File: config.mk
export PLATFORM = sky130hd
export DESIGN_NAME = sha256_3_to_1_reorderer
export DESIGN_NICKNAME = d
export VERILOG_FILES = /design/src/rtl/sha256_pkg.sv /design/src/rtl/sha256_reorder_match.sv /design/src/rtl/sha256_3_to_1_reorderer.sv
export SDC_FILE = /design/constraint.sdc
export NUM_CORES = 1
export LEC_CHECK = 0
export CORE_AREA = 3 3 405 407
export DETAILED_ROUTE_END_ITERATION = 10
export DIE_AREA = 0 0 408 410
export GPL_ROUTABILITY_DRIVEN = 0
export PLACE_DENSITY = 0.41
export SYNTH_ARGS = -nofsm -noshare
export SYNTH_HDL_FRONTEND = slang
export SYNTH_HIERARCHICAL = 1
export SYNTH_SLANG_ARGS = --single-unit
File: constraint.sdc
create_clock -name clk -period 3.3 [get_ports clk]
set_input_delay 0.33 -clock clk [delete_from_list [all_inputs] [get_ports clk]]
set_output_delay 0.33 -clock clk [all_outputs]
set_load 0.02 [all_outputs]
File: src/rtl/sha256_pkg.sv
// Shared widths, types and defaults for the SHA-256 engine reorder path.
package sha256_pkg;

    localparam int unsigned SHA256_DATA_W     = 256;
    localparam int unsigned SHA256_ID_W       = 5;
    localparam int unsigned SHA256_WDOG_LIMIT = 1024;

    typedef logic [SHA256_DATA_W-1:0] digest_t;
    typedef logic [SHA256_ID_W-1:0]   packet_id_t;

    typedef enum logic {
        SLOT_EMPTY = 1'b0,
        SLOT_FULL  = 1'b1
    } slot_state_t;

endpackage

File: src/rtl/sha256_reorder_match.sv
// Compares each engine's packet ID against the expected ID and picks the
// lowest-numbered matching engine; flags when more than one engine matches.
module sha256_reorder_match
    import sha256_pkg::*;
#(
    parameter int unsigned ID_W = SHA256_ID_W
) (
    input  logic [2:0]      valid_i,
    input  logic [ID_W-1:0] id0_i,
    input  logic [ID_W-1:0] id1_i,
    input  logic [ID_W-1:0] id2_i,
    input  logic [ID_W-1:0] expected_id_i,
    output logic [2:0]      grant_o,
    output logic [1:0]      sel_o,
    output logic            any_match_o,
    output logic            collision_o
);

    logic [2:0] match;

    assign match[0] = valid_i[0] & (id0_i == expected_id_i);
    assign match[1] = valid_i[1] & (id1_i == expected_id_i);
    assign match[2] = valid_i[2] & (id2_i == expected_id_i);

    always_comb begin
        grant_o = '0;
        sel_o   = '0;
        if (match[0]) begin
            grant_o = 3'b001;
        end else if (match[1]) begin
            grant_o = 3'b010;
            sel_o   = 2'd1;
        end else if (match[2]) begin
            grant_o = 3'b100;
            sel_o   = 2'd2;
        end
    end

    assign any_match_o = |match;
    assign collision_o = (match[0] & match[1]) | (match[0] & match[2]) | (match[1] & match[2]);

endmodule

File: src/rtl/sha256_3_to_1_reorderer.sv
// Merges digests from three SHA-256 engines into one stream in packet-ID order.
// Define SHA256_REORDER_WATCHDOG_EN to skip IDs that stall for WDOG_LIMIT cycles.
module sha256_3_to_1_reorderer
    import sha256_pkg::*;
#(
    parameter int unsigned DATA_W = SHA256_DATA_W,
    parameter int unsigned ID_W   = SHA256_ID_W
`ifdef SHA256_REORDER_WATCHDOG_EN
   ,parameter int unsigned WDOG_LIMIT = SHA256_WDOG_LIMIT
`endif
) (
    input  logic              clk,
    input  logic              nrst,
    input  logic              en,
    input  logic              sync_rst,
    input  logic [DATA_W-1:0] data_in_0,
    input  logic [ID_W-1:0]   data_in_packet_id_0,
    input  logic              data_in_valid_0,
    output logic              data_in_ready_0,
    input  logic [DATA_W-1:0] data_in_1,
    input  logic [ID_W-1:0]   data_in_packet_id_1,
    input  logic              data_in_valid_1,
    output logic              data_in_ready_1,
    input  logic [DATA_W-1:0] data_in_2,
    input  logic [ID_W-1:0]   data_in_packet_id_2,
    input  logic              data_in_valid_2,
    output logic              data_in_ready_2,
    output logic [DATA_W-1:0] data_out,
    output logic [ID_W-1:0]   data_out_packet_id,
    output logic              data_out_valid,
    input  logic              data_out_ready,
    output logic              err_collision,
    output logic              err_timeout
);

    slot_state_t       slot_q, slot_d;
    logic [DATA_W-1:0] data_q, data_d, sel_data;
    logic [ID_W-1:0]   id_q, id_d, exp_id_q, exp_id_d;
    logic              coll_q, coll_d;
    logic [2:0]        grant, valid_vec;
    logic [1:0]        sel;
    logic              any_match, collision, slot_free, accept_ok, take;

    assign valid_vec = {data_in_valid_2, data_in_valid_1, data_in_valid_0};

    sha256_reorder_match #(.ID_W(ID_W)) u_match (
        .valid_i       (valid_vec),
        .id0_i         (data_in_packet_id_0),
        .id1_i         (data_in_packet_id_1),
        .id2_i         (data_in_packet_id_2),
        .expected_id_i (exp_id_q),
        .grant_o       (grant),
        .sel_o         (sel),
        .any_match_o   (any_match),
        .collision_o   (collision)
    );

    assign slot_free = (slot_q == SLOT_EMPTY) | data_out_ready;
    assign accept_ok = en & ~sync_rst & slot_free;
    assign take      = accept_ok & any_match;

    assign data_in_ready_0 = accept_ok & grant[0];
    assign data_in_ready_1 = accept_ok & grant[1];
    assign data_in_ready_2 = accept_ok & grant[2];

    always_comb begin
        case (sel)
            2'd1:    sel_data = data_in_1;
            2'd2:    sel_data = data_in_2;
            default: sel_data = data_in_0;
        endcase
    end

`ifdef SHA256_REORDER_WATCHDOG_EN
    localparam int unsigned WDOG_W = $clog2(WDOG_LIMIT + 1);
    logic [WDOG_W-1:0] wdog_q, wdog_d;
    logic              tmo_q, tmo_d;
    assign err_timeout = tmo_q;
`else
    assign err_timeout = 1'b0;
`endif

    always_comb begin
        slot_d   = slot_q;
        data_d   = data_q;
        id_d     = id_q;
        exp_id_d = exp_id_q;
        coll_d   = 1'b0;
`ifdef SHA256_REORDER_WATCHDOG_EN
        wdog_d   = wdog_q;
        tmo_d    = 1'b0;
`endif
        if (take) begin
            slot_d   = SLOT_FULL;
            data_d   = sel_data;
            id_d     = exp_id_q;
            exp_id_d = exp_id_q + 1'b1;
            coll_d   = collision;
`ifdef SHA256_REORDER_WATCHDOG_EN
            wdog_d   = '0;
`endif
        end else begin
            if (data_out_ready) slot_d = SLOT_EMPTY;
`ifdef SHA256_REORDER_WATCHDOG_EN
            // Stall counts only while the slot could have taken the missing ID.
            if (slot_free && (|valid_vec) && !any_match) begin
                if (wdog_q == WDOG_W'(WDOG_LIMIT - 1)) begin
                    wdog_d   = '0;
                    exp_id_d = exp_id_q + 1'b1;
                    tmo_d    = 1'b1;
                end else begin
                    wdog_d = wdog_q + 1'b1;
                end
            end
`endif
        end
        if (sync_rst) begin
            slot_d   = SLOT_EMPTY;
            data_d   = '0;
            id_d     = '0;
            exp_id_d = '0;
            coll_d   = 1'b0;
`ifdef SHA256_REORDER_WATCHDOG_EN
            wdog_d   = '0;
            tmo_d    = 1'b0;
`endif
        end
    end

    always_ff @(posedge clk or negedge nrst) begin
        if (!nrst) begin
            slot_q   <= SLOT_EMPTY;
            data_q   <= '0;
            id_q     <= '0;
            exp_id_q <= '0;
            coll_q   <= 1'b0;
`ifdef SHA256_REORDER_WATCHDOG_EN
            wdog_q   <= '0;
            tmo_q    <= 1'b0;
`endif
        end else if (en || sync_rst) begin
            slot_q   <= slot_d;
            data_q   <= data_d;
            id_q     <= id_d;
            exp_id_q <= exp_id_d;
            coll_q   <= coll_d;
`ifdef SHA256_REORDER_WATCHDOG_EN
            wdog_q   <= wdog_d;
            tmo_q    <= tmo_d;
`endif
        end
    end

    assign data_out           = data_q;
    assign data_out_packet_id = id_q;
    assign data_out_valid     = (slot_q == SLOT_FULL);
    assign err_collision      = coll_q;

endmodule

==> results of run 1 <==
## flip-flops by register name, summed over array words and instances (netlist names)
| signal | count |
|---|---|
| data_out_valid | 1 |
| data_out | 256 |
| exp_id_q | 5 |
| err_collision | 1 |
| data_out_packet_id | 5 |
## power breakdown
part	switching, W	internal, W	leakage [nW]
clock network	0.00173	0.00271	0.668
registers	0.0000232	0.00333	3.73
logic	0.000757	0.00112	7.63
## how the worst max path moves through the flow
| stage | start | end | slack (ns) | depth (start not counted) |
|---|---|---|---|---|
| 4_1_cts | exp_id_q[2] | data_in_ready_0 | 0.08 | 6 |
| 5_1_grt | exp_id_q[2] | data_in_ready_0 | 0.05 | 6 |
| 2_1_floorplan | exp_id_q[0] | data_out[165] | 0.54 | 13 |
| 6_report | exp_id_q[2] | data_in_ready_0 | 0.18 | 6 |
| 3_5_place_dp | data_in_packet_id_0[4] | data_out[119] | -0.05 | 13 |
| 3_3_place_gp | data_in_packet_id_0[4] | data_out[96] | -0.1 | 13 |
## per-layer routing
layer  GRT usage  wire [µm]
met4      0.0263       2100
met5           0         85
met1       0.185      54700
met2       0.260      65300
met3      0.0322       7950
## cells by family after synthesis
logic type	after synthesis	share of synthesized area
other	1	0.000226
flip-flops	268	0.404
XOR/XNOR	15	0.00792
adder cells (fa/ha/maj)	4	0.00294
AND/OR/NAND/NOR	547	0.206
buffers and inverters	266	0.0632
AO/OA/AOI/OAI	790	0.316
## what timing repair did
item	CTS	global route
hold buffers	1	0
endpoints found under the setup margin	2	1
gates resized for setup	2	1
endpoints found under the hold margin	79	0
## worst max-delay path, stage by stage, from the launching register on
cell	delay [ns]
dfrtp_1	0.48
xor2_1	0.19
nor4_1	0.34
and3_2	0.30
buf_4	0.14
and2_1	0.12
clkdlybuf4s50_1	0.64
## final cells by class
type	count	share of cell area
diodes	4	0.000311
clock inverters	15	0.00486
clock buffers	55	0.0367
flip-flops and latches	268	0.209
inverters	2	0.000234
multi-input cells	1357	0.276
well taps	2160	0.0841
repair buffers	1242	0.389
## metrics by stage
stage | cells | setup TNS, ns | hold slack [ns] | power (W) | setup WS [ns]
final | 5103 | 0 | 0.111 | 0.00968 | 0.182
after detailed placement | 5028 | -0.587 | 0.470 | 0.00529 | -0.0453
after floorplan | 1891 | 0 | 0.0344 | 0.00383 | 0.542
after global routing | 5101 | 0 | 0.0708 | 0.0101 | 0.0470
after global placement | 5028 | -2.67 | 0.463 | 0.00530 | -0.0950
after CTS | 5099 | 0 | 0.0407 | 0.00991 | 0.0752
## placed cells by master (no fill, tap or decap), types with 3 or more instances in the layout
cell,n
a21oi_1,268
a221o_1,256
and2_1,3
buf_12,42
buf_4,143
bufinv_16,3
clkbuf_1,4
clkbuf_16,41
clkbuf_8,10
clkdlybuf4s50_1,1052
clkinv_2,10
dfrtp_1,268
diode_2,4
nand2b_1,258
nand3_1,9
nand4_1,256
nor4_1,3
o21ai_0,263
o31ai_1,3
or4_1,3
xnor2_1,3
xor2_1,12
==> metrics.txt, run 1 <==
Synth Register Bits roughly 270; DP Wirelength approximately 110 mm; die width slightly above 400 µm; Synth Net Count 2685; Final ANT Viol Nets 0; Routed WL per cell 25.5 µm; most area-hungry cell type in the Yosys netlist dfrtp_1; Clock H-tree levels 2; cell area after placement a little over 30000 µm²; final core utilization 0.200; fmax between 300 and 400 MHz; Reg2Reg Capture Point data_out[149]; critical path endpoint category output port; outcome completed; initial antenna violation count 18; sequential area share after synthesis 0.404; Rows 147; vias in the first global route approximately 21000; CP Launch Type register; Max Slew Vio Count 0; crit path kind register to output port; Num CTS Buffers 38; reg2reg setup slack ~0.2 ns; Multi-input gate area approximately 8900 µm²; period utilization 0.945; Tightest Pin Transition 0.926 ns; largest net degree at the start of global routing between 100 and 150; PwrDens about 300 nW/µm²; area share of the largest cell type after synthesis 0.404; max cap viols 0; final wirelength 130 mm; cells after synthesis roughly 1900; core area ~160000 µm²; Tmin final 3.12 ns; CTS root buf clkbuf_16; Die Ht 410 µm; hold depth 2; Required @ worst endpoint roughly 3 ns; initial cell density of the core 0.103; HP Start sync_rst; number of vias per cell approximately 4.0; PortBufs approximately 1100; maximum vdd drop 0.324 mV; die area about 170000 µm²; Reg area 6710 µm²; Min-Delay Path Class primary input to register; unrepaired setup endpoints after global routing no; share of cells above drive strength 1 0.0891; Cell Area, Synth approximately 17000 µm²; critical path arrival ~2.8 ns; Syn-to-layout area delta 93.7%; relative slew slack 0.382; largest cells by area after synthesis dfrtp_1 (40%), a221o_1 (15%), nand2b_1 (9.8%), nand4_1 (9.6%), a21oi_1 (8.1%); Residual DRC 0; Leakage Power 12.0 nW; DR pass1 iterations 5; WHS Endpoint data_out_valid; Reg clk slew, reported paths around 0.060 ns; number of distinct library cells after synthesis 31; grt ovf 0; Post-synth EDFFs 0; Worst R2R Path Depth 13; first-pass GRT wire length 177 mm; clock sinks between 200 and 300; DR iter-0 viols approximately 1500; clock skew a little over 0.02 ns; CTS tree built; setup bufs post-CTS 0; Top FF cell, synth dfrtp_1; final net count 3703; filler cell count approximately 18000; final hold vios 0; # setup viols final 0; Max Root-Sink Buffers 3; reg-to-reg startpoint exp_id_q[4]; routed vias a little over 20000; Post-synth ARST share 1.00; most common library cells after synthesis a21oi_1 (268), dfrtp_1 (268), o21ai_0 (263); I/O pin total approximately 1100; total number of yosys warnings 6; CP max FO 4; Finished Cell Area 32100 µm²; GR Util All Layers 0.148; syn_area_per_cell ~8.8 µm²; clk_lat worst skew 0.58 ns
No activity file was read; power rests on OpenSTA's default activity.
==> run 2, diff against run 1 <==
- GPL_ROUTABILITY_DRIVEN: 0 -> unset
==> run 2 against run 1 <==
Against the previous run: clock skew increased by 0.0090 ns; combinational power barely moved; global-route usage is 0.22 points higher; cell count rose by 0.12%; final area grew 0.17%; core utilization about the same; flip-flop and latch count stayed put; sequential power barely moved; wire length rose by 1.5%; critical path depth up 5; via count is essentially flat; sequential share of layout area is essentially flat.
==> metrics.txt, run 2 (same netlist as run 1, synthesis figures left out) <==
outcome completed; Tmin final 3.12 ns (+0.00620 ns); unrepaired setup endpoints after global routing no; clock skew 0.0295 ns (+0.00897 ns); Reg clk slew, reported paths 0.07 ns (about the same); Final ANT Viol Nets 0 (unchanged); filler cell count 17800 (-0.079%); Syn-to-layout area delta 94.0%; crit path kind register to register; Residual DRC 0 (unchanged); Clock H-tree levels 2 (unchanged); Max Slew Vio Count 0 (unchanged); PwrDens 308 nW/µm² (+2.5%); critical path arrival 3.63 ns (+0.84 ns); max cap viols 0 (unchanged); Rows 147 (unchanged); final wirelength 132 mm (+1.5%); Leakage Power 12.0 nW (about the same); Critical-path top delay cell dfrtp_1; DR pass1 iterations 6 (+1); Final Power 0.00993 W (+2.6%); largest net degree at the start of global routing 153 (+34%); Required @ worst endpoint 3.80 ns (+0.83 ns); grt ovf 0 (unchanged); max reg flops 256 (unchanged); relative slew slack 0.364 (-0.0182); critical path endpoint category register; number of vias per cell 4.03 (-0.11%); Tightest Pin Transition 0.954 ns (+0.0274 ns); Min-Delay Path Class primary input to register; core area 161000 µm² (unchanged); clk_lat worst skew 0.59 ns (about the same); pre-CTS setup slack -0.161 ns (-0.116 ns); I/O pin total 1058 (unchanged); worst-path cell chain xor2_1, nor4_1, and3_1, nor3b_2, buf_4, ha_4, buf_12, buf_16, a221o_1, nand4_1, a21oi_1; initial cell density of the core 0.103 (unchanged); Max Root-Sink Buffers 3 (unchanged); CTS tree built; CTS root buf clkbuf_16; share of cells above drive strength 1 0.0904 (+0.00127); vias in the first global route 21200 (-1.1%); PortBufs 1056 (unchanged); first-pass GRT wire length 179 mm (+1.2%); CP max stage delay 0.52 ns (-0.12 ns); most common cell after layout, fill and taps aside clkdlybuf4s50_1; Routed WL per cell 25.8 µm (+1.4%); initial antenna violation count 21 (+3); CP Launch Type register; DR iter-0 viols 1444 (-6.5%); die area 167000 µm² (unchanged); Fin Setup TNS 0 ns (unchanged); Num CTS Buffers 41 (+7.9%); die width 408 µm (unchanged); routed vias 20600 (+0.0049%); final net count 3706 (+0.081%); most frequent cells in the layout clkdlybuf4s50_1 (1052), a21oi_1 (268), dfrtp_1 (268); # setup viols final 0 (unchanged); Die Ht 410 µm (unchanged); GR Util All Layers 0.150 (+0.00216); final worst setup slack 0.176 ns (-0.00620 ns); period utilization 0.947 (+0.00188); routability congestion estimate from global placement 0.931; clock sinks 268 (unchanged); DP Wirelength 106 mm (-0.21%); fmax 320 MHz (-0.20%); maximum vdd drop 0.279 mV (-14%); CP max FO 59 (+55); final hold vios 0 (unchanged)
[run 2: changes by cell type in the layout (fill, tap and decap cells not counted), sizes merged]
cell	previous run	this run
bufinv	3	4
clkbuf	55	57
clkinv	10	9
clkinvlp	1	2
diode	4	7
[run 2: critical path: cells and delay by family, from the launching register on]
kind / cells / cell delay, ns
simple gates: 4 / 0.96
buf+inv: 3 / 0.61
flops: 1 / 0.52
compound gates: 2 / 0.41
xor+xnor: 1 / 0.22
fa+ha+maj: 1 / 0.16
[run 2: routing by layer]
metal / global-route usage / wire, µm
met4: 0.0333 / 2690
met2: 0.255 / 64700
met5: 0 / 94
met3: 0.0329 / 8020
met1: 0.192 / 56600
[run 2: path summary, 6_finish.rpt]
kind / start / end / slack (ns) / cells after the start
worst max-delay path: exp_id_q[4] / data_out[148] / 0.18 / 11
worst min-delay path: sync_rst / data_out[207] / 0.15 / 2
worst max register to register: exp_id_q[4] / data_out[148] / 0.18 / 11
worst min register to register: data_out[108] / data_out[108] / 0.54 / 2
max in group asynchronous: nrst / data_out[75] / 1.89 / 3
min in group asynchronous: nrst / data_out_packet_id[4] / 0.36 / 2
[run 2: area by class of cell]
| type | instances | area (µm²) | area share |
|---|---|---|---|
| Sequential cell | 268 | 6710 | 0.208 |
| Inverter | 2 | 7.51 | 0.000233 |
| Tap cell | 2160 | 2700 | 0.0839 |
| Multi-Input combinational cell | 1357 | 8890 | 0.276 |
| Timing Repair Buffer | 1242 | 12500 | 0.387 |
| Clock inverter | 16 | 193 | 0.00598 |
| Antenna cell | 7 | 17.5 | 0.000544 |
| Clock buffer | 57 | 1220 | 0.0378 |
[run 2: repair_timing]
action                                  4_1_cts  5_1_grt
setup buffers                                 0        0
hold endpoints to repair                     71        0
resized for setup                             2        2
hold buffers                                  1        0
endpoints found under the setup margin        2       20
[run 2: stage by stage]
step           area, µm²  hold WS [ns]   util  cells
2_1_floorplan      16600        0.0344      -   1891
3_3_place_gp       30800         0.429  0.192   5028
3_5_place_dp       30800         0.444  0.192   5028
4_1_cts            32200        0.0864  0.200   5102
5_1_grt            32200         0.113  0.201   5106
6_report           32200         0.154  0.201   5109
[run 2: power by group]
part	internal (W)	total, W	leakage [nW]	switching, W
registers	0.00333	0.00335	3.73	0.0000221
logic	0.00112	0.00188	7.60	0.000759
clock network	0.00287	0.00470	0.699	0.00183
